[src/rtl/apb_master.sv]
// APB master: turns one command at a time into an APB SETUP/ACCESS transfer
// and reports completion with a one-cycle rsp_valid pulse.
// Optional feature: define APB_MASTER_TIMEOUT_EN to abort transfers that stay in
// ACCESS for TIMEOUT_CYCLES cycles (reported with rsp_err=1).
module apb_master #(
  parameter int unsigned ADDR_W         = 4,
  parameter int unsigned DATA_W         = 4,
  parameter int unsigned TIMEOUT_CYCLES = 15
) (
  input  logic              pclk,
  input  logic              prst,
  input  logic              cmd_valid,
  output logic              cmd_ready,
  input  logic              cmd_write,
  input  logic [ADDR_W-1:0] cmd_addr,
  input  logic [DATA_W-1:0] cmd_wdata,
  output logic              rsp_valid,
  output logic [DATA_W-1:0] rsp_rdata,
  output logic              rsp_err,
  output logic              psel,
  output logic              penable,
  output logic              pwrite,
  output logic [ADDR_W-1:0] paddr,
  output logic [DATA_W-1:0] pwdata,
  input  logic              pready,
  input  logic [DATA_W-1:0] prdata
);

  typedef enum logic [1:0] {StIdle, StSetup, StAccess} state_e;

  state_e state_q, state_d;
  logic   xfer_done;
  logic   xfer_abort;

  assign xfer_done = (state_q == StAccess) && pready;

`ifdef APB_MASTER_TIMEOUT_EN
  localparam int unsigned CntW = $clog2(TIMEOUT_CYCLES + 1);

  logic [CntW-1:0] cnt_q;

  // Abort on the edge where the wait counter would reach TIMEOUT_CYCLES;
  // pready on that same edge wins and completes normally.
  assign xfer_abort = (state_q == StAccess) && !pready &&
                      (cnt_q == CntW'(TIMEOUT_CYCLES - 1));

  // Wait-state counter: cleared while in SETUP (i.e. on entry to ACCESS).
  always_ff @(posedge pclk or posedge prst) begin
    if (prst) begin
      cnt_q <= '0;
    end else if (state_q == StSetup) begin
      cnt_q <= '0;
    end else if ((state_q == StAccess) && !pready) begin
      cnt_q <= cnt_q + 1'b1;
    end
  end

  // Error flag rides along with the rsp_valid pulse of an aborted transfer.
  always_ff @(posedge pclk or posedge prst) begin
    if (prst) begin
      rsp_err <= 1'b0;
    end else begin
      rsp_err <= xfer_abort;
    end
  end
`else
  logic unused_timeout;

  assign xfer_abort     = 1'b0;
  assign rsp_err        = 1'b0;
  assign unused_timeout = ^TIMEOUT_CYCLES;
`endif

  // State register.
  always_ff @(posedge pclk or posedge prst) begin
    if (prst) begin
      state_q <= StIdle;
    end else begin
      state_q <= state_d;
    end
  end

  // Next-state and APB/handshake outputs, decoded from the current state.
  always_comb begin
    state_d   = state_q;
    cmd_ready = 1'b0;
    psel      = 1'b0;
    penable   = 1'b0;
    unique case (state_q)
      StIdle: begin
        cmd_ready = 1'b1;
        if (cmd_valid) state_d = StSetup;
      end
      StSetup: begin
        psel    = 1'b1;
        state_d = StAccess;
      end
      StAccess: begin
        psel    = 1'b1;
        penable = 1'b1;
        if (pready || xfer_abort) state_d = StIdle;
      end
      default: state_d = StIdle;
    endcase
  end

  // Command capture: APB address/data only change when a command is accepted.
  always_ff @(posedge pclk or posedge prst) begin
    if (prst) begin
      pwrite <= 1'b0;
      paddr  <= '0;
      pwdata <= '0;
    end else if ((state_q == StIdle) && cmd_valid) begin
      pwrite <= cmd_write;
      paddr  <= cmd_addr;
      pwdata <= cmd_write ? cmd_wdata : '0;
    end
  end

  // Response: one-cycle valid pulse; read data held until the next completed read.
  always_ff @(posedge pclk or posedge prst) begin
    if (prst) begin
      rsp_valid <= 1'b0;
      rsp_rdata <= '0;
    end else begin
      rsp_valid <= xfer_done || xfer_abort;
      if (xfer_done && !pwrite) rsp_rdata <= prdata;
    end
  end

endmodule

[config.mk]
export PLATFORM = sky130hd
export DESIGN_NAME = apb_master
export DESIGN_NICKNAME = d
export VERILOG_FILES = /design/src/rtl/apb_master.sv
export SDC_FILE = /design/constraint.sdc
export NUM_CORES = 1
export LEC_CHECK = 0
export BUFFER_PORTS_ARGS = -buffer_cell sky130_fd_sc_hd__buf_2
export CAP_MARGIN = 20
export CORE_MARGIN = 8
export CORE_UTILIZATION = 47
export CTS_CLUSTER_DIAMETER = 100
export DETAILED_ROUTE_END_ITERATION = 8
export PLACE_DENSITY = 0.89
export SLEW_MARGIN = 10
export SYNTH_ARGS = -nofsm -noshare
export SYNTH_HDL_FRONTEND = slang
export SYNTH_SLANG_ARGS = --single-unit
[constraint.sdc]
create_clock -name pclk -period 2.43 [get_ports pclk]
set_input_delay 0.486 -clock pclk [delete_from_list [all_inputs] [get_ports pclk]]
set_output_delay 0.486 -clock pclk [all_outputs]
set_load 0.05 [all_outputs]
Word level (Yosys, flattened, before mapping)
Index checks and enable logic that the tools add are counted.
{ "op_classes": {"eq_ne": 4, "muxes": 7, "n_reduce_logical": 7} }
{ "op_table": {"columns": ["cell", "n"], "rows": [
  ["2-bit case mux with 3 select lines", 1],
  ["2-bit 2-to-1 mux", 2],
  ["4-bit 2-to-1 mux", 1],
  ["2-bit inequality test, second input constant", 2],
  ["1-bit logical AND", 3],
  ["1-bit 2-to-1 mux", 3],
  ["2-bit by 1-bit == test with 1-bit output, second input constant", 1],
  ["2-bit == test, second input constant", 1],
  ["2-bit zero test", 1],
  ["2-bit AND reduction", 1],
  ["2-bit OR reduction", 1],
  ["1-bit zero test", 1]
]} }
{ "word_totals": {"regBits": 16, "inputBits": 17, "elab_cells": 24} }

Logic depth before layout (Yosys ltp)
{ "logic_depth": {"depth_word": 3, "ltp_mapped": 6, "mapped_depth_nobuf": 5} }

Worst setup path before layout
No wires, ideal clock.
{ "synth_path": {"kind": "flip-flop to flip-flop", "startpoint": "register state_q[0]", "endpoint": "register paddr[0]", "arrival_time_ns": 1.574, "required_ns": 2.305, "path_slack_ns": 0.731, "stages_incl_launch_ff": 6, "path_buffers": 1, "cell_sequence": "dfrtp_1 -> inv_1 -> ha_1 -> nand2_2 -> buf_6 -> mux2_4"} }
{ "synth_between": {"elab_chain_len": 2} }
{ "synth_rtl": {"columns": ["element", "line_no", "rtl"], "rows": [
  ["start, declared", "31", "state_e state_q, state_d;"],
  ["start signal, assigned", "77", "state_q <= StIdle;"],
  ["start signal, assigned", "79", "state_q <= state_d;"],
  ["2-bit zero test", "113", "end else if ((state_q == StIdle) && cmd_valid) begin"],
  ["1-bit logical AND", "113", null],
  ["end signal, assigned", "115", "paddr <= cmd_addr;"],
  ["end, declared", "23", "output logic [ADDR_W-1:0] paddr,"]
]} }
No other way between the ends.
A chain may end at the register's enable or synchronous reset.

Worst setup path after layout
{ "layout_path": {"startpoint": "register state_q[1]", "endpoint": "output cmd_ready"} }
{ "layout_between": {"elab_chain_len": 2} }
{ "layout_rtl": {"columns": ["element", "line_no", "rtl"], "rows": [
  ["2-bit zero test", "89", "unique case (state_q)"],
  ["1-bit 2-to-1 mux", "89", null],
  ["end, declared", "13", "output logic cmd_ready,"]
]} }
No other way between the ends.

==> run metrics <==
CTS Root Cell=clkbuf_4; startpoint types=flop; Post-CTS Hold Fix Bufs=0; CTS clk-pin slew, worst paths=0.09 ns; setup TNS=0 ns; Post-CTS Setup Inserts=0; pre-CTS setup slack=between 0.9 and 1 ns; Hold WC Path Type=primary input to asynchronous set/reset pin; Non-Filler Instances=between 100 and 150; Worst-Skew Late Latency=between 0.2 and 0.3 ns; Synth Net Count=75; Warnings, synthesis=0; worst setup margin=approximately 0.64 ns; worst reg2reg startpoint=state_q[1]; Placed Instances=a little over 100; GRT Overall Usage=0.101; htree depth=1; Post-DP Area=882 um2; Worst Path Class, Setup=flop to primary output; share of layout cells above drive strength 1=0.556; Post-Syn Area=roughly 720 um2; DR DRC count=0; vias in the first global route=roughly 550; Synth area leaders=dfrtp_1, mux2_4, ha_1; die area=3030 um2; CP required=between 1.5 and 2 ns; Nets=around 110; final setup skew=about 0.00090 ns; final setup violating endpoints=0; first-pass GRT wire length=2210 um; starting density of the core=0.486; largest net degree at the start of global routing=17; DR iter-0 viols=5; Core Box Area=1470 um2; post-route cell area=~900 um2; count of final hold-check violations=0; n_diodes=0; routed len/inst=~14 um; Rows=14; Die W=between 50 and 60 um; fmax=about 560 MHz; Chip Height=around 55 um; crit-path max FO=4; register bit total from synthesis=16; vias per std cell=a little under 5; post_cts resized=0; initial antenna violation count=0; unrepaired setup endpoints after global routing=no; post-synthesis cell type count=17; top cell type's share of synthesized area=0.559; cells after synthesis=55; Critical R2R Capture=pwrite; Final period util=0.739; I/O Buffers=33; Pre-antenna DRT Iters=4; Worst R2R Path Depth=4; CTS Buffer Depth=2; Seq/Total Area, Yosys=0.559; IO Count=35; leading cell type in the layout, fill and taps excluded=buf_2; Antenna Nets Post-Route=0; Layout area overhead=28.3%; CP endpoint kind=primary output; CP arrival=1.31 ns; final wirelength=between 1500 and 2000 um; Synth Area per Inst=about 13 um2; GP Congestion=~0.71; Worst Tran Pin Value=0.596 ns; CTS Buf Count=3; Synth area leader=dfrtp_1; Sink Count=16; Rel. slew slack=0.603; via count=512; status=completed; CTS tree=done; maxcap violations=0; Overflow after GRT=0; commonest cells after routing, fill and taps aside=buf_2, dfrtp_1, nand2_1; R2R Setup Slk=about 1.0 ns; Slew Limit Fails=0; minimum clock period=around 1.8 ns
worst max-delay path by stage:
stage | slack (ns) | cells past startpoint | from | to
2_1_floorplan | 0.73 | 5 | state_q[0] | paddr[0]
3_3_place_gp | 1.02 | 3 | state_q[0] | cmd_ready
3_5_place_dp | 0.96 | 3 | state_q[0] | cmd_ready
4_1_cts | 0.63 | 3 | state_q[0] | cmd_ready
5_1_grt | 0.54 | 3 | state_q[0] | cmd_ready
6_report | 0.64 | 3 | state_q[1] | cmd_ready
final cells by class:
class	instances	area, um2
inverter	4	15.0
tap	16	20.0
multi-input combinational	33	282
clock buffer	4	36.3
fill	137	553
sequential	16	400
timing repair buffer	33	165
cell usage after synthesis:
cell and number:
dfrtp_1 16, nand2_1 8, mux2_4 6, o21ai_0 5, inv_1 4, ha_1 3
mux2_2 3, a21oi_1 1, and2_4 1, buf_4 1, buf_6 1, conb_1 1
mux2_1 1, nand2_2 1, nand2b_4 1, nor2b_2 1, o21a_1 1
logic make-up after synthesis:
| logic type | count (synthesis) | synth area share |
|---|---|---|
| AND/OR/NAND/NOR | 12 | 0.0944 |
| adder cells (fa/ha/maj) | 3 | 0.0525 |
| AO/OA/AOI/OAI | 7 | 0.0524 |
| buffers and inverters | 6 | 0.0472 |
| flip-flops | 16 | 0.559 |
| multiplexers | 10 | 0.189 |
| other | 1 | 0.00524 |
critical path, stage by stage, from the launching register on:
cell and delay, ns:
dfrtp_1 0.42, inv_1 0.09, ha_1 0.23, buf_2 0.29
metal layers:
metal,vias to the layer above,wire [um],global-route usage
li1,246,-,-
met1,234,559,0.0998
met2,27,749,0.179
met3,5,170,0.0160
met4,0,33,0.0840
met5,-,0,0
stage by stage:
step	utilization	hold slack [ns]
2_1_floorplan	-	0.400
3_3_place_gp	0.599	0.459
3_5_place_dp	0.599	0.467
4_1_cts	0.624	0.269
5_1_grt	0.624	0.282
6_report	0.624	0.255
flip-flops by register name, summed over array words and instances, names as in the netlist:
name       count
paddr          4
state_q        2
pwdata         4
pwrite         1
rsp_valid      1
rsp_rdata      4
Power is not shown: default switching activity piles up to over one toggle a cycle in this logic, so the estimate is an artifact.
